$ cat src/rtl/vtg_pkg.sv
// Shared timing record, 720p fallback timing and the config legality check
// used by video_timing_gen and its axis counters.
package vtg_pkg;

  // Record field width; X_BITS/Y_BITS of the generator must not exceed it.
  localparam int TW = 16;

  typedef struct packed {
    logic [TW-1:0] active;
    logic [TW-1:0] fp;
    logic [TW-1:0] sync;
    logic [TW-1:0] bp;
  } timing_t;

  localparam timing_t DEF_H = '{active: TW'(1280), fp: TW'(110), sync: TW'(40), bp: TW'(220)};
  localparam timing_t DEF_V = '{active: TW'(720),  fp: TW'(5),   sync: TW'(5),  bp: TW'(20)};

  function automatic logic [TW+1:0] ext(input logic [TW-1:0] v);
    return {2'b00, v};
  endfunction

  function automatic logic [TW+1:0] total_of(input timing_t t);
    return ext(t.active) + ext(t.fp) + ext(t.sync) + ext(t.bp);
  endfunction

  function automatic logic [TW+1:0] sync_lo_of(input timing_t t);
    return ext(t.active) + ext(t.fp);
  endfunction

  // Every field non-zero and the total must fit in 'bits' without a carry out.
  function automatic logic timing_legal(input timing_t t, input int unsigned bits);
    logic [TW+1:0] tot;
    tot = total_of(t);
    return (t.active != '0) && (t.fp != '0) && (t.sync != '0) && (t.bp != '0) &&
           ((tot >> bits) == '0);
  endfunction

endpackage

$ cat src/rtl/vtg_axis_counter.sv
// One raster axis: counts 0..total-1 on each advance strobe and decodes the
// active and sync windows of the current position.
module vtg_axis_counter
  import vtg_pkg::*;
#(
  parameter int W = 13
) (
  input  logic         clk_in,
  input  logic         reset,
  input  logic         adv_i,
  input  timing_t      cfg_i,
  output logic [W-1:0] cnt_o,
  output logic         active_o,
  output logic         sync_o,
  output logic         wrap_o
);

  logic [W-1:0]  cnt_q, cnt_d;
  logic [TW+1:0] cnt_ext, sync_lo;

  assign cnt_ext  = (TW+2)'(cnt_q);
  assign sync_lo  = sync_lo_of(cfg_i);
  assign cnt_o    = cnt_q;
  assign active_o = cnt_ext < ext(cfg_i.active);
  assign sync_o   = (cnt_ext >= sync_lo) && (cnt_ext < sync_lo + ext(cfg_i.sync));
  assign wrap_o   = cnt_ext == total_of(cfg_i) - (TW+2)'(1);

  always_comb begin
    cnt_d = cnt_q;
    if (adv_i) cnt_d = wrap_o ? '0 : cnt_q + W'(1);
  end

  always_ff @(posedge clk_in) begin
    if (reset) cnt_q <= '0;
    else       cnt_q <= cnt_d;
  end

endmodule

$ cat src/rtl/video_timing_gen.sv
// Raster timing generator: shadowed runtime timing applied at frame wrap,
// registered x/y/den/sync/frame_start outputs one cycle behind the counters.
module video_timing_gen
  import vtg_pkg::*;
#(
  parameter int X_BITS = 13,
  parameter int Y_BITS = 13,
  parameter int DEF_HA = int'(DEF_H.active),
  parameter int DEF_HF = int'(DEF_H.fp),
  parameter int DEF_HS = int'(DEF_H.sync),
  parameter int DEF_HB = int'(DEF_H.bp),
  parameter int DEF_VA = int'(DEF_V.active),
  parameter int DEF_VF = int'(DEF_V.fp),
  parameter int DEF_VS = int'(DEF_V.sync),
  parameter int DEF_VB = int'(DEF_V.bp)
) (
  input  logic              clk_in,
  input  logic              reset,
  input  logic              ce,
  input  logic [X_BITS-1:0] h_active,
  input  logic [X_BITS-1:0] h_fp,
  input  logic [X_BITS-1:0] h_sync,
  input  logic [X_BITS-1:0] h_bp,
  input  logic [Y_BITS-1:0] v_active,
  input  logic [Y_BITS-1:0] v_fp,
  input  logic [Y_BITS-1:0] v_sync,
  input  logic [Y_BITS-1:0] v_bp,
  input  logic              hs_pol,
  input  logic              vs_pol,
  output logic [X_BITS-1:0] x,
  output logic [Y_BITS-1:0] y,
  output logic              hn_out,
  output logic              vn_out,
  output logic              den_out,
  output logic [X_BITS-1:0] total_active_pix,
  output logic [Y_BITS-1:0] total_active_lines,
  output logic              frame_start,
  output logic              cfg_err
);

  localparam timing_t DEF_HT = '{active: TW'(DEF_HA), fp: TW'(DEF_HF), sync: TW'(DEF_HS), bp: TW'(DEF_HB)};
  localparam timing_t DEF_VT = '{active: TW'(DEF_VA), fp: TW'(DEF_VF), sync: TW'(DEF_VS), bp: TW'(DEF_VB)};

  timing_t           req_h, req_v, h_sh_q, h_sh_d, v_sh_q, v_sh_d;
  logic              cfg_ok, cfg_err_q, cfg_err_d;
  logic [X_BITS-1:0] h_cnt, x_q, x_d;
  logic [Y_BITS-1:0] v_cnt, y_q, y_d;
  logic              h_act, h_sync_w, h_wrap, v_act, v_sync_w, v_wrap;
  logic              frame_wrap, hs_start, vs_act, vs_state_q, vs_state_d;
  logic              den_q, den_d, hn_q, hn_d, vn_q, vn_d, fs_q, fs_d;

  assign req_h = '{active: TW'(h_active), fp: TW'(h_fp), sync: TW'(h_sync), bp: TW'(h_bp)};
  assign req_v = '{active: TW'(v_active), fp: TW'(v_fp), sync: TW'(v_sync), bp: TW'(v_bp)};
  assign cfg_ok     = timing_legal(req_h, X_BITS) && timing_legal(req_v, Y_BITS);
  assign frame_wrap = ce && h_wrap && v_wrap;

  vtg_axis_counter #(.W(X_BITS)) u_h_axis (
    .clk_in(clk_in), .reset(reset), .adv_i(ce), .cfg_i(h_sh_q),
    .cnt_o(h_cnt), .active_o(h_act), .sync_o(h_sync_w), .wrap_o(h_wrap)
  );

  vtg_axis_counter #(.W(Y_BITS)) u_v_axis (
    .clk_in(clk_in), .reset(reset), .adv_i(ce && h_wrap), .cfg_i(v_sh_q),
    .cnt_o(v_cnt), .active_o(v_act), .sync_o(v_sync_w), .wrap_o(v_wrap)
  );

  // Vsync only changes at the hsync leading edge; between edges it holds the
  // line's sync state latched at the previous edge.
  assign hs_start   = (TW+2)'(h_cnt) == sync_lo_of(h_sh_q);
  assign vs_act     = hs_start ? v_sync_w : vs_state_q;
  assign vs_state_d = (ce && hs_start) ? v_sync_w : vs_state_q;

  always_comb begin
    h_sh_d    = h_sh_q;
    v_sh_d    = v_sh_q;
    cfg_err_d = cfg_err_q;
    if (frame_wrap) begin
      cfg_err_d = !cfg_ok;
      if (cfg_ok) begin
        h_sh_d = req_h;
        v_sh_d = req_v;
      end
    end
  end

  always_comb begin
    x_d   = x_q;
    y_d   = y_q;
    den_d = den_q;
    hn_d  = hn_q;
    vn_d  = vn_q;
    fs_d  = 1'b0;
    if (ce) begin
      x_d   = h_cnt;
      y_d   = v_cnt;
      den_d = h_act && v_act;
      hn_d  = ~(h_sync_w ^ hs_pol);
      vn_d  = ~(vs_act ^ vs_pol);
      fs_d  = (h_cnt == '0) && (v_cnt == '0);
    end
  end

  always_ff @(posedge clk_in) begin
    if (reset) begin
      h_sh_q     <= cfg_ok ? req_h : DEF_HT;
      v_sh_q     <= cfg_ok ? req_v : DEF_VT;
      cfg_err_q  <= !cfg_ok;
      vs_state_q <= 1'b0;
      x_q        <= '0;
      y_q        <= '0;
      den_q      <= 1'b0;
      hn_q       <= ~hs_pol;
      vn_q       <= ~vs_pol;
      fs_q       <= 1'b0;
    end else begin
      h_sh_q     <= h_sh_d;
      v_sh_q     <= v_sh_d;
      cfg_err_q  <= cfg_err_d;
      vs_state_q <= vs_state_d;
      x_q        <= x_d;
      y_q        <= y_d;
      den_q      <= den_d;
      hn_q       <= hn_d;
      vn_q       <= vn_d;
      fs_q       <= fs_d;
    end
  end

  assign x                  = x_q;
  assign y                  = y_q;
  assign den_out            = den_q;
  assign hn_out             = hn_q;
  assign vn_out             = vn_q;
  assign frame_start        = fs_q;
  assign cfg_err            = cfg_err_q;
  assign total_active_pix   = X_BITS'(h_sh_q.active);
  assign total_active_lines = Y_BITS'(v_sh_q.active);

endmodule

$ cat config.mk
export PLATFORM = sky130hd
export DESIGN_NAME = video_timing_gen
export DESIGN_NICKNAME = d
export VERILOG_FILES = /design/src/rtl/vtg_pkg.sv /design/src/rtl/vtg_axis_counter.sv /design/src/rtl/video_timing_gen.sv
export SDC_FILE = /design/constraint.sdc
export NUM_CORES = 1
export LEC_CHECK = 0
export ABC_AREA = 1
export BUFFER_PORTS_ARGS = -buffer_cell sky130_fd_sc_hd__buf_4
export CAP_MARGIN = 20
export CORE_ASPECT_RATIO = 1.2
export CORE_UTILIZATION = 60
export CTS_BUF_LIST = sky130_fd_sc_hd__clkbuf_4
export CTS_CLUSTER_DIAMETER = 150
export DETAILED_ROUTE_END_ITERATION = 8
export PLACE_DENSITY = 0.85
export SLEW_MARGIN = 20
export SYNTH_ARGS = -nofsm -noshare
export SYNTH_HDL_FRONTEND = slang
export SYNTH_SLANG_ARGS = --single-unit
$ cat constraint.sdc
create_clock -name clk_in -period 11.8 [get_ports clk_in]
set_input_delay 2.36 -clock clk_in [delete_from_list [all_inputs] [get_ports clk_in]]
set_output_delay 2.36 -clock clk_in [all_outputs]
set_load 0.05 [all_outputs]
==> impl_results.md, run 1 <==
* Mux contribution to synthesized area at 0
* Vias in the first global route at 13100
* Unrepaired setup endpoints after global routing: no
* Die H at approximately 180 um
* Share of cells above drive strength 1 at 0.105
* Cell variety after synth at 48
* Number of routed nets with antenna violations at 0
* Via density at 5.36
* Crit Path Category: flop to flop
* Register area at between 4000 and 5000 sq um
* Sequential share of power at 0.249
* Total GRT Usage at 0.298
* Largest family of logic cells by synthesized area: adder cells
* Pwr dens at roughly 160 nW/um^2
* # resized after CTS at 0
* Max Cap Viol at 0
* CP max stage cell: buf_4
* EDFF count, synth at ~110
* Seq cells post-synth at between 150 and 200
* R2R Setup Slk at roughly 4.4 ns
* Final #Nets at 2502
* Synth Area in Compound Gates at 0.0793
* Switching power at roughly 1.3 mW
* Core Util, Final at 0.681
* CP endpoint kind: flop
* Main flop type after synthesis: edfxtp_1
* Comb pwr share at 0.624
* Syn avg cell area at 7.68 sq um
* Startpoint Class: flop
* GR Layer Usage met2 at 0.497
* M1 GR Usage at 0.392
* Sequential area share after synthesis at 0.282
* Crit path buf inv count at 7
* CP Depth at 32
* Slew Viols, Final at 0
* Gr busiest metal: met2
* Initial Util at 0.615
* First-pass GRT wire length at between 60 and 70 mm
* CTS sink count at 162
* TritonCTS clock tree: yes
* Final hold vios at 0
* Worst Path Arrival at 7.65 ns
* Clock power share at 0.127
* Leak pwr at 8.91 nW
* CTS Buffer Depth at 2
* Routed vias at approximately 13000
* Total power at 2.66 mW
* Fraction of registers with async set/reset at 0
* Largest cells by area after synthesis: edfxtp_1 21%, ha_1 17%, inv_1 9.8%
* Reg2Reg Launch Point: total_active_pix[0]
* Post-DP HPWL at around 31 mm
* Area Overhead vs Synth at 10.8%
* Peak supply drop at 0.0840 mV
* Global-route met3 utilization at 0.0423
* Synth top area share at 0.210
* Synthesis Warnings at 0
* Worst-Margin Slew at roughly 0.85 ns
* Fillers at between 2000 and 2500
* Die area at 26200 sq um
* CP required at ~12 ns
* Initial antenna violation count at 2
* Remaining global-route overflow at 0
* R2r worst-path depth at 32
* Multi-input logic area at 9180 sq um
* Worst Setup EP: h_sh_q[36]
* Worst clock skew at 0.0313 ns
* CTS root buf: clkbuf_4
* Internal power at 1.37 mW
* # IOs at between 150 and 200
* Residual DRC at 0
* Core area at 24900 sq um
* Sw Ratio at 0.486
* First DRT Iteration DRCs at 626
* DRT Wirelength at 37.1 mm
* Crit. Startpoint: total_active_pix[0]
* Horiz. Die Dim at 148 um
* Final period util at 0.627
* Cell family with most CP delay: compound AO/OA/AOI/OAI gates
* Adder and majority gate portion of the synthesized area at 0.242
* Final min period at 7.40 ns
* Yosys top cell by area: edfxtp_1
* Simple-gate share of the synthesized area at 0.228
* Post-DR wirelength/cell at 15.0 um
* Pre-antenna DRT Iters at 5
* Crit path largest cell delay at 0.69 ns
* GPL Wtd Cong at 0.947
* CP Max Fanout at 59
* Post-CTS Setup Inserts at 0
* Row cnt at 63
* Skew-Pair Late Insertion Delay at 0.61 ns
* Status: finished, final reports clean
* Mapped Cells at 1993
* Slew HR at 0.433
* PortBufs at roughly 170
* Mapped Area at 15300 sq um
* Largest net degree at the start of global routing at between 80 and 90
* FF-to-FF End: h_sh_q[36]
* Final setup TNS at 0 ns
* Post-Synth XOR/XNOR Area at 0.0492
* CTS buffer count at 17
* Hold Buf Count CTS at 0
* Hold Path Class: flop to flop
* Fmax at 135 MHz
* H-tree Lvls at 4
* Syn Nets at roughly 2400
* Clock slew at reported path FFs at 0.16 ns
* Final setup vio count at 0
==> per-layer routing <==
metal | routed length [um] | vias to the layer above
li1 | - | 6685
met1 | 16600 | 6050
met2 | 17500 | 420
met3 | 1980 | 72
met4 | 1060 | 0
met5 | 0 | -
==> Yosys cell counts (2+ instances only) <==
cell	count
nand3_2	3
a211oi_1	4
buf_2	11
o21ai_0	68
clkbuf_1	9
o211ai_1	4
a21o_1	9
nor2_2	2
buf_4	28
fa_1	56
nor4_1	27
a31oi_1	6
o21bai_1	8
a31o_2	2
nand2_1	392
edfxtp_1	107
a21oi_1	106
nor2_1	187
nand4_1	36
ha_1	207
inv_2	2
or2_2	5
inv_1	401
nand2_2	5
dfxtp_1	55
nand3b_1	8
xnor2_1	21
nand3_1	115
xor2_1	65
a21boi_0	6
nor3_1	21
==> area by class of cell <==
class,instances,area share
repair buffers,168,0.0743
diodes,2,0.000295
clock inverters,15,0.00914
multi-input cells,1377,0.541
well taps,325,0.0240
inverters,404,0.0894
clock buffers,17,0.00752
flip-flops and latches,162,0.254
==> sequential cells by signal, summed over array words and instances (netlist names), 13 cells and up <==
| register | flops |
|---|---|
| h_sh_q | 39 |
| v_sh_q | 39 |
| total_active_lines | 13 |
| total_active_pix | 13 |
| u_h_axis.cnt_o | 13 |
| u_v_axis.cnt_o | 13 |
| x | 13 |
| y | 13 |
==> power groups by stage <==
stage / clock network (mW) / logic (mW) / registers (mW)
6_report: 0.339 / 1.66 / 0.664
5_1_grt: 0.362 / 1.91 / 0.667
4_1_cts: 0.341 / 1.65 / 0.664
3_5_place_dp: 0 / 1.64 / 0.676
3_3_place_gp: 0 / 1.59 / 0.676
2_1_floorplan: 0 / 1.29 / 0.679
==> layout by cell type (no fill, tap or decap), types with 6 or more instances in the layout <==
cell type,count
xor2_1,65
xnor2_1,21
clkbuf_4,17
nor3_1,21
nand3_1,115
o21ai_0,68
nand3b_1,8
nand2_1,392
fa_1,56
dfxtp_1,55
o21bai_1,8
buf_4,168
nand4_1,36
a31oi_1,6
a21o_1,9
a21boi_0,6
nor4_1,27
edfxtp_1,107
a21oi_1,106
inv_1,401
ha_1,207
nor2_1,186
==> tightest hold or removal path, delay by kind of cell (launching register included) <==
family / cells / cell delay (ns)
simple gates: 2 / 0.13
flops: 1 / 0.34
==> cells by family (layout without fill, tap and decap cells) <==
logic type      after synthesis  after routing
flops                       162            162
buf+inv                     454            604
simple gates                808            808
other cells                   0              2
fa+ha+maj                   263            263
xor+xnor                     86             86
compound gates              220            220
==> per-stage QoR <==
step | std cells | setup slack, ns | cell area, sq um | hold slack (ns)
after global placement | 2436 | 4.68 | 16700 | 0.461
after floorplan | 1993 | 2.29 | 15300 | 0.479
final | 2470 | 4.40 | 17000 | 0.484
after detailed placement | 2436 | 4.45 | 16700 | 0.463
after global routing | 2470 | 3.77 | 17000 | 0.502
after CTS | 2468 | 4.40 | 17000 | 0.486
==> worst min path at each step <==
stage | startpoint | end | slack [ns] | depth (start not counted)
2_1_floorplan | vs_state_q | vs_state_q | 0.48 | 2
3_3_place_gp | den_out | den_out | 0.46 | 2
3_5_place_dp | x[8] | x[8] | 0.46 | 2
4_1_cts | x[8] | x[8] | 0.49 | 2
5_1_grt | x[8] | x[8] | 0.50 | 2
6_report | x[8] | x[8] | 0.48 | 2
(Power assumes the default switching activity.)
==> run 2: changes to the inputs <==
- ABC_AREA: 1 -> 0
- CORE_UTILIZATION: 60 -> 56
- PLACE_DENSITY: 0.85 -> 0.84
- clock period: 11.8 -> 6 ns (I/O delays scaled with it)
==> run 2 against run 1 <==
  * The flow now finishes with violations (negative setup slack)
  * Sequential power up 100%
  * Worst setup slack got worse by 4.6 ns
  * Combinational power grew to 3.5 times the previous value
==> impl_results.md, run 2 <==
* Status: finished, violations left
* Failing checks: negative setup slack
* Routed vias at roughly 12000
* CTS sink count at approximately 160
* Slew HR at 0.551
* Die area at 26400 sq um
* Largest family of logic cells by synthesized area: adder cells
* Vias in the first global route at 12000
* Core area at 25400 sq um
* Hold Path Class: flop to flop
* Initial antenna violation count at 1
* Remaining global-route overflow at 0
* Pre-antenna DRT Iters at 5
* Worst Path Arrival at 6.60 ns
* Crit Path Category: flop to flop
* Final setup vio count at about 100
* Mapped Cells at 1478
* Final min period at 6.24 ns
* Final period util at 1.04
* Layout Cells excl Fill at 2077
* First DRT Iteration DRCs at 682
* Largest registers: h_sh_q: 39 flops, v_sh_q: 39 flops
* Count leader, synth: ha_1
* Fillers at 1858
* TritonCTS clock tree: yes
* Synthesis Warnings at 0
* Worst slack at placement at -0.362 ns
* CTS buffer count at 17
* Core Util, Final at 0.689
* Fmax at 160 MHz
* CP max stage cell: or4_4
* Synth top area share at 0.223
* Clock slew at reported path FFs at 0.17 ns
* Final #Nets at 2104
* Seq cells post-synth at 162
* Pwr dens at 449 nW/um^2
* Residual DRC at 0
* CP required at between 6 and 7 ns
* Final hold vios at 0
* Slew Viols, Final at 0
* Number of routed nets with antenna violations at 0
* Design area at 17500 sq um
* Syn avg cell area at 9.76 sq um
* Placement Cell Area at about 17000 sq um
* Die H at 178 um
* Leak pwr at 8.15 nW
* Worst hold start: vs_state_q
* Mapped Area at 14400 sq um
* First-pass GRT wire length at 58.3 mm
* Max Cap Viol at 0
* Cell variety after synth at 81
* Total GRT Usage at 0.286
* Via density at 5.83
* Sequential area share after synthesis at 0.299
* CP endpoint kind: flop
* Area Overhead vs Synth at 21.2%
* # IOs at roughly 170
* Placed insts at 2016
* Syn Nets at 1850
* PortBufs at 165
* Main flop type after synthesis: edfxtp_1
* Post-Synth XOR/XNOR Area at 0.0681
* Most frequent cells in the layout: 276 x buf_4, 198 x ha_1, 159 x inv_1
* EDFF count, synth at roughly 110
* Adder and majority gate portion of the synthesized area at 0.259
* Most common cell after layout, fill and taps aside: buf_4
* CTS Buffer Depth at 2
* Mux contribution to synthesized area at 0.0187
* DRT Wirelength at between 30 and 40 mm
* Share of cells above drive strength 1 at 0.247
* CP Max Fanout at 7
* Simple-gate share of the synthesized area at 0.162
* Yosys top cell by area: edfxtp_1
* Skew-Pair Late Insertion Delay at roughly 0.65 ns
* Post-DR wirelength/cell at 18.3 um
* Peak supply drop at 0.271 mV
* Fraction of registers with async set/reset at 0
* Post-DP HPWL at around 30 mm
* Reg2Reg Launch Point: total_active_lines[0]
* Largest cells by area after synthesis: edfxtp_1 22%, ha_1 18%, fa_1 7.8%
* Row cnt at 64
* Setup WS post-layout at -0.245 ns
* Worst clock skew at 0.0398 ns
* Initial Util at 0.568
* Unrepaired setup endpoints after global routing: yes
* Horiz. Die Dim at approximately 150 um
* Startpoint Class: flop
* GPL Wtd Cong at about 0.92
* H-tree Lvls at 4
* Crit path largest cell delay at 0.55 ns
* Most frequent cells after synthesis: 207 x ha_1, 160 x inv_1, 107 x edfxtp_1
* Crit. Startpoint: total_active_lines[0]
* Largest net degree at the start of global routing at 91
* Synth Area in Compound Gates at 0.128
* Worst-Margin Slew at 0.667 ns
* CTS root buf: clkbuf_4
==> run 2: changes by cell type after synthesis, sizes merged, moves of 43 or more <==
cell | previous run | this run
inv | 403 | 160
nor2b | 0 | 93
nand3 | 118 | 23
nand2 | 397 | 37
nor2 | 190 | 90
a21o | 9 | 52
==> run 2: worst max-delay path, delay by kind of cell (launching register included) <==
family          cells  cell delay [ns]
xor+xnor            1             0.16
compound gates     10             1.84
flops               1             0.43
buf+inv             4             0.51
fa+ha+maj           4             1.24
simple gates       10             1.80
==> run 2: kinds of logic (layout without fill, tap and decap cells) <==
kind of cell    Yosys count  in the layout
compound gates          275            275
fa+ha+maj               266            266
mux                      27             27
buf+inv                 218            484
simple gates            420            420
xor+xnor                110            110
other cells               0              3
flops                   162            162
==> run 2: layout make-up <==
| class | count | area, sq um | area share |
|---|---|---|---|
| Multi-Input combinational cell | 1098 | 9490 | 0.542 |
| Clock buffer | 19 | 143 | 0.00815 |
| Tap cell | 330 | 413 | 0.0236 |
| Sequential cell | 162 | 4310 | 0.247 |
| Antenna cell | 3 | 7.51 | 0.000429 |
| Timing Repair Buffer | 293 | 2420 | 0.138 |
| Clock inverter | 12 | 108 | 0.00615 |
| Inverter | 160 | 601 | 0.0343 |
==> run 2: final timing paths <==
path	slack, ns	cells after the start	end
min reg2reg	0.48	2	vs_state_q
max	-0.24	29	v_sh_q[5]
max reg2reg	-0.24	29	v_sh_q[5]
min	0.48	2	vs_state_q
==> run 2: report_power, final <==
group,internal [mW],switching [mW]
Sequential,1.28,0.0517
Combinational,2.74,3.14
Clock,0.215,0.428
==> run 2: metrics by stage <==
stage	hold slack [ns]	power, mW	setup TNS [ns]
floorplan	0.432	5.26	-230.68
global placement	0.441	6.61	-13.00
detailed placement	0.450	6.78	-36.37
CTS	0.469	7.52	-19.76
global route	0.506	8.45	-58.81
finish	0.477	7.86	-21.26
==> run 2: routing by layer <==
layer | global-route usage | routed length (um) | vias up
li1 | - | - | 5695
met1 | 0.371 | 16000 | 5798
met2 | 0.475 | 18100 | 502
met3 | 0.0414 | 2550 | 106
met4 | 0.117 | 1460 | 0
met5 | 0 | 0 | -
==> run 2: repair_timing <==
action	in CTS	in global routing
cloned	2	3
buffers inserted	12	12
hold buffers	0	0
setup endpoints to repair	108	130
pin swaps	24	25
gates resized for setup	17	46
